**config.mk**
```make
export PLATFORM = sky130hd
export DESIGN_NAME = dram_ctrl
export DESIGN_NICKNAME = d
export VERILOG_FILES = /design/src/rtl/dram_pkg.sv /design/src/rtl/dram_ref_timer.sv /design/src/rtl/dram_ctrl.sv
export SDC_FILE = /design/constraint.sdc
export NUM_CORES = 1
export LEC_CHECK = 0
export CELL_PAD_IN_SITES_DETAIL_PLACEMENT = 0
export CELL_PAD_IN_SITES_GLOBAL_PLACEMENT = 1
export CORE_ASPECT_RATIO = 1.25
export CORE_UTILIZATION = 37
export DETAILED_ROUTE_END_ITERATION = 12
export HOLD_SLACK_MARGIN = 0.03
export PLACE_DENSITY = 0.92
export REMOVE_ABC_BUFFERS = 1
export SYNTH_ARGS = -nofsm -noshare
export SYNTH_HDL_FRONTEND = slang
export SYNTH_HIERARCHICAL = 1
export SYNTH_SLANG_ARGS = --single-unit
```
**constraint.sdc**
```tcl
create_clock -name clk -period 2.45 [get_ports clk]
set_input_delay 0.49 -clock clk [delete_from_list [all_inputs] [get_ports clk]]
set_output_delay 0.49 -clock clk [all_outputs]
set_load 0.03 [all_outputs]
```
**src/rtl/dram_pkg.sv**
```systemverilog
// Shared definitions for the dram array and its request-side controller:
// default widths, row count derivation and the controller state encoding.
package dram_pkg;

    localparam int DEF_DATA_W = 8;
    localparam int DEF_ADDR_W = 4;

    typedef enum logic [2:0] {
        ST_IDLE,
        ST_WR,
        ST_RD,
        ST_RD_WAIT,
        ST_REF,
        ST_REF_WAIT
    } state_t;

    function automatic int rows(input int addr_w);
        return 1 << addr_w;
    endfunction

endpackage

```
**src/rtl/dram_ref_timer.sv**
```systemverilog
// Distributed refresh scheduler: free-running interval counter, pending flag,
// next row to refresh, and a sticky flag for an interval missed while pending.
module dram_ref_timer
    import dram_pkg::*;
#(
    parameter int ADDR_W       = DEF_ADDR_W,
    parameter int REF_INTERVAL = 64
)(
    input  logic              clk,
    input  logic              rst,
    input  logic              i_ref_ack,
    output logic              o_ref_pending,
    output logic              o_ref_pending_nxt,
    output logic [ADDR_W-1:0] o_ref_row,
    output logic              o_ref_miss
);

    localparam int CNT_W = (REF_INTERVAL > 1) ? $clog2(REF_INTERVAL) : 1;
    localparam int ROWS  = rows(ADDR_W);

    logic [CNT_W-1:0]  r_cnt;
    logic              r_pending;
    logic              r_miss;
    logic [ADDR_W-1:0] r_row;
    logic              w_terminal;

    assign w_terminal = (r_cnt == CNT_W'(REF_INTERVAL - 1));

    // A new interval expiring wins over an acknowledge landing on the same edge.
    assign o_ref_pending_nxt = w_terminal | (r_pending & ~i_ref_ack);

    // NOTE: sequential state uses non-blocking assignments only, so every
    // register samples pre-edge values regardless of statement order.
    always_ff @(posedge clk) begin
        if (!rst) begin
            r_cnt     <= '0;
            r_pending <= 1'b0;
            r_miss    <= 1'b0;
            r_row     <= '0;
        end else begin
            r_cnt     <= w_terminal ? '0 : r_cnt + 1'b1;
            r_pending <= o_ref_pending_nxt;
            if (w_terminal && r_pending && !i_ref_ack) begin
                r_miss <= 1'b1;
            end
            if (i_ref_ack) begin
                r_row <= (r_row == ADDR_W'(ROWS - 1)) ? '0 : r_row + 1'b1;
            end
        end
    end

    assign o_ref_pending = r_pending;
    assign o_ref_row     = r_row;
    assign o_ref_miss    = r_miss;

endmodule

```
**src/rtl/dram_ctrl.sv**
```systemverilog
// Request-side dram controller: sequences single-beat read/write requests and
// periodic refresh reads into registered dram strobes.
module dram_ctrl
    import dram_pkg::*;
#(
    parameter int DATA_W       = DEF_DATA_W,
    parameter int ADDR_W       = DEF_ADDR_W,
    parameter int RD_LAT       = 1,
    parameter int REF_INTERVAL = 64
)(
    input  logic              clk,
    input  logic              rst,
    input  logic              req_valid,
    output logic              req_ready,
    input  logic              req_we,
    input  logic [ADDR_W-1:0] req_addr,
    input  logic [DATA_W-1:0] req_wdata,
    output logic              rsp_valid,
    output logic [DATA_W-1:0] rsp_rdata,
    output logic              mem_wr,
    output logic              mem_rd,
    output logic [ADDR_W-1:0] mem_addr,
    output logic [DATA_W-1:0] mem_data,
    input  logic [DATA_W-1:0] mem_out,
    output logic              ref_miss
);

    localparam int WAIT_W = (RD_LAT > 1) ? $clog2(RD_LAT) : 1;

    state_t            r_state;
    state_t            w_state_nxt;
    logic [WAIT_W-1:0] r_wait_cnt;

    logic              r_req_ready;
    logic              r_rsp_valid;
    logic [DATA_W-1:0] r_rsp_rdata;
    logic              r_mem_wr;
    logic              r_mem_rd;
    logic [ADDR_W-1:0] r_mem_addr;
    logic [DATA_W-1:0] r_mem_data;

    logic              w_req_ready_nxt;
    logic              w_rsp_valid_nxt;
    logic [DATA_W-1:0] w_rsp_rdata_nxt;
    logic              w_mem_wr_nxt;
    logic              w_mem_rd_nxt;
    logic [ADDR_W-1:0] w_mem_addr_nxt;
    logic [DATA_W-1:0] w_mem_data_nxt;

    logic              w_accept;
    logic              w_wait_done;
    logic              w_ref_ack;
    logic              w_ref_pending;
    logic              w_ref_pending_nxt;
    logic [ADDR_W-1:0] w_ref_row;
    logic              w_ref_miss;

    dram_ref_timer #(
        .ADDR_W       (ADDR_W),
        .REF_INTERVAL (REF_INTERVAL)
    ) u_ref_timer (
        .clk               (clk),
        .rst               (rst),
        .i_ref_ack         (w_ref_ack),
        .o_ref_pending     (w_ref_pending),
        .o_ref_pending_nxt (w_ref_pending_nxt),
        .o_ref_row         (w_ref_row),
        .o_ref_miss        (w_ref_miss)
    );

    // The registered ready already implies IDLE with no refresh pending.
    assign w_accept    = req_valid && r_req_ready;
    assign w_wait_done = (r_wait_cnt == WAIT_W'(RD_LAT - 1));
    assign w_ref_ack   = (r_state == ST_REF);

    always_ff @(posedge clk) begin
        if (!rst) begin
            r_state     <= ST_IDLE;
            r_wait_cnt  <= '0;
            r_req_ready <= 1'b0;
            r_rsp_valid <= 1'b0;
            r_rsp_rdata <= '0;
            r_mem_wr    <= 1'b0;
            r_mem_rd    <= 1'b0;
            r_mem_addr  <= '0;
            r_mem_data  <= '0;
        end else begin
            r_state     <= w_state_nxt;
            r_wait_cnt  <= (r_state == ST_RD_WAIT || r_state == ST_REF_WAIT)
                           ? r_wait_cnt + 1'b1 : '0;
            r_req_ready <= w_req_ready_nxt;
            r_rsp_valid <= w_rsp_valid_nxt;
            r_rsp_rdata <= w_rsp_rdata_nxt;
            r_mem_wr    <= w_mem_wr_nxt;
            r_mem_rd    <= w_mem_rd_nxt;
            r_mem_addr  <= w_mem_addr_nxt;
            r_mem_data  <= w_mem_data_nxt;
        end
    end

    // NOTE: every always_comb output gets a default first so no path can
    // leave it unassigned and infer a latch.
    always_comb begin
        w_state_nxt = r_state;
        case (r_state)
            ST_IDLE: begin
                if (w_ref_pending) begin
                    w_state_nxt = ST_REF;
                end else if (w_accept) begin
                    w_state_nxt = req_we ? ST_WR : ST_RD;
                end
            end
            ST_WR:       w_state_nxt = ST_IDLE;
            ST_RD:       w_state_nxt = ST_RD_WAIT;
            ST_RD_WAIT:  w_state_nxt = w_wait_done ? ST_IDLE : ST_RD_WAIT;
            ST_REF:      w_state_nxt = ST_REF_WAIT;
            ST_REF_WAIT: w_state_nxt = w_wait_done ? ST_IDLE : ST_REF_WAIT;
            default:     w_state_nxt = ST_IDLE;
        endcase
    end

    // Outputs are computed from the next state so they line up with it once registered.
    always_comb begin
        w_req_ready_nxt = (w_state_nxt == ST_IDLE) && !w_ref_pending_nxt;
        w_mem_wr_nxt    = (w_state_nxt == ST_WR);
        w_mem_rd_nxt    = (w_state_nxt == ST_RD) || (w_state_nxt == ST_REF);
        w_rsp_valid_nxt = (r_state == ST_RD_WAIT) && w_wait_done;
        w_rsp_rdata_nxt = r_rsp_rdata;
        w_mem_addr_nxt  = r_mem_addr;
        w_mem_data_nxt  = r_mem_data;
        if (w_rsp_valid_nxt) begin
            w_rsp_rdata_nxt = mem_out;
        end
        if (w_accept) begin
            w_mem_addr_nxt = req_addr;
            if (req_we) begin
                w_mem_data_nxt = req_wdata;
            end
        end else if (r_state == ST_IDLE && w_ref_pending) begin
            w_mem_addr_nxt = w_ref_row;
        end
    end

    assign req_ready = r_req_ready;
    assign rsp_valid = r_rsp_valid;
    assign rsp_rdata = r_rsp_rdata;
    assign mem_wr    = r_mem_wr;
    assign mem_rd    = r_mem_rd;
    assign mem_addr  = r_mem_addr;
    assign mem_data  = r_mem_data;
    assign ref_miss  = w_ref_miss;

endmodule

```
==> results_dict.tcl, run 1 <==
set metrics [dict create \
    status "completed" \
    synth-seq-area-share 0.483 \
    async_flop_share 0 \
    synth_top_family_by_area "simple AND/OR/NAND/NOR gates" \
    synthSimpleGateAreaFrac 0.260 \
    min_period_over_period 0.794 \
    final_cell_area_sq_um 2290 \
    clk_pin_slew_worst_paths_ns 0.08 \
    nNetsFinal 258 \
    die_y_um 76.9 \
    syn_area_per_cell_sq_um 9.12 \
    multi_input_area_sq_um 821 \
    fill_cells 392 \
    dpl.hpwl_um 2390 \
    pwr-share-seq 0.524 \
    muxShareOfSynthArea 0.0573 \
    rows 26 \
    yosys.area_share.adder 0.0151 \
    synth_compound_area_frac 0.141 \
    grt_first_pass_wirelength_um 5450 \
    area_growth_pct 38.2 \
    num_antenna_cells 0 \
    ios 49 \
    pwr-share-clk 0.352 \
    cts_resized 0 \
    ant_nets 0 \
    maxSlewViolCount 0 \
    max_cap_violations 0 \
    setup_viol 0 \
    drcViolationCount 0 \
    postCtsSetupRepairBufs 0 \
    avgRoutedWirePerCell_um 11.5 \
    setup_ws_ns 0.504 \
    clock.fmax_mhz 514 \
    netlist_area_sq_um 1660 \
    p_sw_uw 325 \
    rsz0062_at_grt "no" \
    via_per_inst 4.75 \
    tightest_slew_ns 0.583 \
    switching_share 0.248 \
    routed-via-count 1372 \
    grt-ovfl-total 0 \
    cpMaxStageDelayCell "clkdlybuf4s50_1" \
    tns_ns 0 \
    placed_area_sq_um 2190 \
    fp.dieW_um 61.9 \
    pwr-share-comb 0.124 \
    synth_cell_type_count 40 \
    critPathBufInv 1 \
    root_buffer "clkbuf_8" \
    synth_edf_count 0 \
    grt_start_max_net_pins 20 \
    worst-endpoint-required_ns 1.96 \
    clock_path_buffers 2 \
    worstPathArrival_ns 1.46 \
    period_needed_ns 1.95 \
    cts_hold_buf 0 \
    synth-seq-cells 40 \
    crit_type "flop to primary output" \
    cp_slowest_stage_delay_ns 0.72 \
    die_area_sq_um 4760 \
    power_density_nw_per_um2 572 \
    cp_top_family "buffers and inverters" \
    cts_sinks 40 \
    timing.slew.headroom 0.611 \
    p_int_uw 985 \
    place_inst 281 \
    drive_gt1_frac 0.0901 \
    ys_warn_count 6 \
    place_ws_ns 0.468 \
    synth_top_flop_cell "dfxtp_1" \
    syn_inst 182 \
    first_pass_iters 4 \
    drt_iter0_markers 36 \
    peakVddDrop_mv 0.362 \
    grt_usage 0.154 \
    antenna_found_initial 0 \
    final-seq-area_sq_um 801 \
    cp_max_fo 6 \
    synth_xor_area_frac 0.0211 \
    drt-total-wl_um 3330 \
    place.gp.congestion 0.785 \
    fin_cells 289 \
    endpoint_kind "primary output" \
    worstSetupStartpointType "flop" \
    grt_pass1_vias 1221 \
    port_buffers 48 \
    crit_chain "clkdlybuf4s50_1" \
    p_leak_uw 0.000817 \
    finalPower_uw 1310 \
    clk_latency_ns 0.30 \
    h-tree-depth 2 \
    floorplan.initialDensity 0.395 \
    hold_path.class "flop to flop" \
    core-area_sq_um 4200 \
    skew_ns 0.00430 \
    cts_tree "yes" \
    cts_made_buffers 5 \
    hold_violations 0 \
]
power groups by stage:
stage | clock network [uW] | logic, uW | registers (uW)
after detailed placement | 0 | 163 | 702
after global placement | 0 | 162 | 702
final | 461 | 162 | 687
after CTS | 473 | 164 | 687
after floorplan | 0 | 60.6 | 722
after global routing | 507 | 177 | 690
final cells by class:
cell class              instances  area share
clock buffers                   6      0.0360
clock inverters                 2     0.00655
inverters                       2     0.00328
multi-input cells             133       0.358
flip-flops and latches         40       0.349
well taps                      56      0.0306
repair buffers                 50       0.216
per-stage QoR:
stage,util,hold WS [ns]
6_report,0.546,0.463
5_1_grt,0.546,0.478
4_1_cts,0.546,0.460
3_5_place_dp,0.523,0.450
3_3_place_gp,0.523,0.441
2_1_floorplan,-,0.427
synth_stat cells (2+ instances only):
| library cell | n | area share |
|---|---|---|
| nor3b_1 | 3 | 0.014 |
| nand3_1 | 5 | 0.015 |
| xor2_1 | 2 | 0.011 |
| or3_1 | 2 | 0.0075 |
| and2_1 | 4 | 0.015 |
| a21boi_0 | 15 | 0.068 |
| and2b_1 | 2 | 0.0090 |
| and3_2 | 2 | 0.0090 |
| ha_1 | 2 | 0.015 |
| xnor2_1 | 2 | 0.011 |
| nor2_1 | 8 | 0.018 |
| mux2i_1 | 5 | 0.030 |
| mux2_2 | 4 | 0.027 |
| clkbuf_1 | 4 | 0.0090 |
| nand2b_1 | 6 | 0.023 |
| a21oi_1 | 6 | 0.018 |
| dfxtp_1 | 40 | 0.48 |
| nor2b_1 | 6 | 0.023 |
| buf_2 | 3 | 0.0090 |
| nand2_1 | 41 | 0.093 |
kinds of logic after synthesis:
logic type	after synthesis
adders and majority gates	2
buffers and inverters	9
muxes	9
xor gates and xnor gates	4
DFF	40
AOI/OAI and AO/OA	31
and+or+nand+nor	87
final timing paths:
check / startpoint / end / slack [ns] / depth (start not counted)
min reg2reg: rsp_rdata[5] / rsp_rdata[5] / 0.46 / 2
max: req_ready / req_ready / 0.50 / 1
min: rsp_rdata[5] / rsp_rdata[5] / 0.46 / 2
max reg2reg: r_state[0] / rsp_rdata[7] / 0.84 / 4
placed cells by master, fill, tap and decap left out, types with 2 or more instances in the layout:
cell type and instances:
clkdlybuf4s50_1 48, nand2_1 41, dfxtp_1 40, a21boi_0 15
nor2_1 8, a21oi_1 6, nand2b_1 6, nor2b_1 6
clkbuf_8 6, nand3_1 5, mux2i_1 5, and2_1 4
mux2_2 4, nor3b_1 3, and2b_1 2, clkinvlp_4 2
buf_4 2, xnor2_1 2, and3_2 2, xor2_1 2
or3_1 2, ha_1 2
sequential cells by signal, summed over array words and instances, names as in the netlist, 3 cells and up:
name	count
mem_data	8
rsp_rdata	8
u_ref_timer/r_cnt	6
mem_addr	4
u_ref_timer/o_ref_row	4
r_state	3
layer usage:
| metal | track usage | routed length (um) |
|---|---|---|
| met5 | 0 | 0 |
| met4 | 0.0689 | 65 |
| met1 | 0.174 | 1460 |
| met3 | 0.0590 | 231 |
| met2 | 0.248 | 1580 |
No activity file was read; power rests on OpenSTA's default activity.
==> run 2: changes to the inputs <==
Settings changed: CORE_UTILIZATION 37 to 31, PLACE_DENSITY 0.92 to 0.83.
Clock period 2.45 ns to 1.7 ns, I/O delays scaled along.
==> run 2 against run 1 <==
Net effect: design area up 2.8%; register-to-register slack got worse by 0.63 ns; worst hold slack got worse by 0.0068 ns; core utilization shrank 8.6 points; sequential power up 44%; die area grew 19%.
==> results_dict.tcl, run 2 (synthesized netlist as in run 1, its figures left out) <==
set metrics [dict create \
    status "completed" \
    cp_top_family "buffers and inverters" \
    mostFrequentLayoutCells "clkdlybuf4s50_1 (47), nand2_1 (41), dfxtp_1 (40), a21boi_0 (15), nor2_1 (8)" \
    nNetsFinal 264 \
    area_growth_pct 42.0 \
    final_common_cell "clkdlybuf4s50_1" \
    drcViolationCount 0 \
    grt-ovfl-total 0 \
    floorplan.initialDensity 0.324 \
    avgRoutedWirePerCell_um 11.5 \
    via_per_inst 4.60 \
    cp_max_fo 2 \
    core-area_sq_um 5120 \
    setup_ws_ns 0.0689 \
    root_buffer "clkbuf_8" \
    place_inst 293 \
    clock.fmax_mhz 613 \
    min_period_over_period 0.959 \
    period_needed_ns 1.63 \
    die_area_sq_um 5650 \
    peakVddDrop_mv 0.529 \
    drive_gt1_frac 0.113 \
    first_pass_iters 4 \
    tns_ns 0 \
    ant_nets 0 \
    place_ws_ns -0.0174 \
    worstPathArrival_ns 1.29 \
    maxSlewViolCount 0 \
    cp_slowest_stage_delay_ns 0.67 \
    rows 29 \
    grt_start_max_net_pins 30 \
    clock_path_buffers 2 \
    setup_viol 0 \
    place.gp.congestion 0.763 \
    hold_violations 0 \
    dpl.hpwl_um 2480 \
    grt_first_pass_wirelength_um 5690 \
    cpMaxStageDelayCell "clkdlybuf4s50_1" \
    routed-via-count 1385 \
    hold_path.class "flop to flop" \
    grt_pass1_vias 1244 \
    num_antenna_cells 0 \
    power_density_nw_per_um2 800 \
    postCtsSetupRepairBufs 0 \
    crit_type "flop to primary output" \
    ios 49 \
    critPathBufInv 1 \
    fin_util 0.461 \
    drt_iter0_markers 40 \
    crit_chain "clkdlybuf4s50_1" \
    worst-endpoint-required_ns 1.36 \
    grt_usage 0.131 \
    endpoint_kind "primary output" \
    cts_made_buffers 5 \
    max_cap_violations 0 \
    rsz0062_at_grt "no" \
    tightest_slew_ns 0.408 \
    clk_pin_slew_worst_paths_ns 0.08 \
    fp.dieW_um 67.4 \
    h-tree-depth 2 \
    drt-total-wl_um 3460 \
    timing.slew.headroom 0.727 \
    antenna_found_initial 0 \
    worstSetupStartpointType "flop" \
    p_leak_uw 0.000855 \
    clk_latency_ns 0.29 \
    cts_tree "yes" \
    die_y_um 83.8 \
    port_buffers 48 \
    fin_cells 301 \
    skew_ns 0.00423 \
    cts_sinks 40 \
    finalPower_uw 1890 \
]
-- run 2: routing by layer --
| metal | vias up | global-route usage | wire [um] |
|---|---|---|---|
| li1 | 728 | - | - |
| met1 | 611 | 0.173 | 1710 |
| met2 | 42 | 0.206 | 1530 |
| met3 | 4 | 0.0369 | 178 |
| met4 | 0 | 0.0348 | 32 |
| met5 | - | 0 | 0 |
-- run 2: layout make-up --
cell class                      instances  area, sq um
Fill cell                             521         2760
Multi-Input combinational cell        133          821
Sequential cell                        40          801
Timing Repair Buffer                   56          552
Clock buffer                            6         82.6
Tap cell                               62         77.6
Clock inverter                          2         15.0
Inverter                                2         7.51
-- run 2: path summary, 6_finish.rpt --
| path | from | to | cells after the start | slack (ns) |
|---|---|---|---|---|
| hold reg to reg | u_ref_timer/r_cnt[0] | u_ref_timer/r_cnt[0] | 1 | 0.46 |
| setup / recovery | rsp_rdata[5] | rsp_rdata[5] | 1 | 0.07 |
| setup reg to reg | r_state[1] | u_ref_timer/o_ref_row[3] | 4 | 0.21 |
| hold / removal | u_ref_timer/r_cnt[0] | u_ref_timer/r_cnt[0] | 1 | 0.46 |
-- run 2: metrics by stage --
stage / hold slack (ns) / area [sq um]
floorplan: 0.427 / 1630
finish: 0.457 / 2360
global placement: 0.440 / 2260
CTS: 0.459 / 2360
global route: 0.483 / 2360
detailed placement: 0.444 / 2260
-- run 2: timing repair --
item | CTS | global route
hold buffers | 0 | 0
endpoints found under the setup margin | 1 | 0
gates resized for setup | 1 | 0
-- run 2: power breakdown --
| part | internal, uW | switching, uW | leakage (uW) |
|---|---|---|---|
| clock network | 328 | 324 | 0.0000434 |
| registers | 965 | 24.4 | 0.000324 |
| logic | 134 | 110 | 0.000487 |
==> run 3: changes to the inputs <==
Settings changed: CORE_ASPECT_RATIO 1.25 to 1.2, CORE_UTILIZATION 31 to 32, CTS_BUF_LIST from default to sky130_fd_sc_hd__clkbuf_4 sky130_fd_sc_hd__clkbuf_8, PLACE_DENSITY 0.83 to 0.85.
==> run 3 against run 2 <==
Net effect: count of clock-buffer cells in the layout decreased by 1; largest cell class unchanged; global-route usage increased by 0.51 points; routed wire length about the same; maximum frequency decreased by 0.80%; largest power group unchanged; sequential power about the same; critical endpoint is now ref_miss; total power increased by 6.1%.
==> results_dict.tcl, run 3 (synthesized netlist as in run 1, its figures left out) <==
set metrics [dict create \
    mostFrequentLayoutCells "clkdlybuf4s50_1 (45), nand2_1 (41), dfxtp_1 (40), a21boi_0 (15)" \
    drt-total-wl_um 3460 \
    cts_hold_buf 0 \
    die_area_sq_um 5480 \
    fp.dieW_um 67.7 \
    cts_sinks 40 \
    finalPower_uw 2000 \
    pwr-share-seq 0.493 \
    grt_start_max_net_pins 17 \
    drt_iter0_markers 38 \
    via_per_inst 4.65 \
    fin_util 0.475 \
    floorplan.initialDensity 0.334 \
    clk_latency_ns 0.29 \
    drive_gt1_frac 0.113 \
    place.gp.congestion 0.758 \
    area_growth_pct 42.5 \
    worstPathArrival_ns 1.30 \
    hold_violations 0 \
    timing.slew.headroom 0.744 \
    nNetsFinal 264 \
    min_period_over_period 0.967 \
    rsz0062_at_grt "no" \
    rows 28 \
    hold_path.class "flop to flop" \
    routed-via-count 1391 \
    cp_top_family "buffers and inverters" \
    crit_type "flop to primary output" \
    endpoint_kind "primary output" \
    grt_pass1_vias 1224 \
    skew_ns 0.00311 \
    cpMaxStageDelayCell "clkdlybuf4s50_1" \
    first_pass_iters 4 \
    grt_first_pass_wirelength_um 5510 \
    tightest_slew_ns 0.384 \
    status "completed" \
    reg2reg_from "r_state[0]" \
    num_antenna_cells 0 \
    switching_share 0.233 \
    p_sw_uw 467 \
    critPathBufInv 1 \
    hp-start "rsp_rdata[2]" \
    antenna_found_initial 0 \
    setup_viol 0 \
    maxSlewViolCount 0 \
    postCtsSetupRepairBufs 0 \
    clock.fmax_mhz 608 \
    power_density_nw_per_um2 847 \
    grt-ovfl-total 0 \
    crit_start "u_ref_timer/o_ref_miss" \
    cp_slowest_stage_delay_ns 0.68 \
    grt_usage 0.136 \
    period_needed_ns 1.64 \
    ios 49 \
    final_common_cell "clkdlybuf4s50_1" \
    core-area_sq_um 4970 \
    tns_ns 0 \
    dpl.hpwl_um 2480 \
    clock_path_buffers 2 \
    ant_nets 0 \
    worstSetupStartpointType "flop" \
    peakVddDrop_mv 0.427 \
    h-tree-depth 2 \
    port_buffers 48 \
    p_leak_uw 0.000906 \
    cts_made_buffers 5 \
    avgRoutedWirePerCell_um 11.6 \
    p_int_uw 1530 \
    max_cap_violations 0 \
    worst-endpoint-required_ns 1.36 \
    cp_max_fo 2 \
    clk_pin_slew_worst_paths_ns 0.08 \
    cts_tree "yes" \
    crit_chain "clkdlybuf4s50_1" \
    pwr-share-comb 0.124 \
    pwr-share-clk 0.383 \
    root_buffer "clkbuf_8" \
    die_y_um 80.9 \
    cts_resized 0 \
    drcViolationCount 0 \
]
-- run 3: routing by layer --
layer | track usage | part of all wire
met4 | 0.0702 | 0.025
met5 | 0 | 0
met3 | 0.0421 | 0.059
met1 | 0.171 | 0.50
met2 | 0.207 | 0.41
-- run 3: final timing paths --
path / end / slack [ns] / cells after the start
worst max-delay path: ref_miss / 0.06 / 1
worst min-delay path: rsp_rdata[2] / 0.46 / 2
worst max register to register: mem_wr / 0.33 / 4
worst min register to register: rsp_rdata[2] / 0.46 / 2
-- run 3: per-stage QoR --
stage               worst slack [ns]  hold WS (ns)  area [sq um]  instances
finish                        0.0557         0.457          2360        299
floorplan                      0.152         0.427          1630        175
detailed placement           0.00537         0.445          2240        291
global placement              0.0379         0.440          2240        291
global route                 0.00430         0.476          2360        299
CTS                           0.0209         0.463          2360        299
-- run 3: power by group through the flow --
stage / logic (uW) / registers (uW) / clock network, uW
after floorplan: 87.4 / 1040 / 0
after global placement: 249 / 1010 / 0
after detailed placement: 251 / 1010 / 0
after CTS: 252 / 986 / 801
after global routing: 270 / 991 / 835
final: 248 / 986 / 767
-- run 3: area by class of cell --
cell class | instances | area, sq um
clock buffers | 5 | 68.8
well taps | 60 | 75.1
inverters | 2 | 7.51
repair buffers | 56 | 548
flip-flops and latches | 40 | 801
fillers | 501 | 2610
clock inverters | 3 | 42.5
multi-input cells | 133 | 821
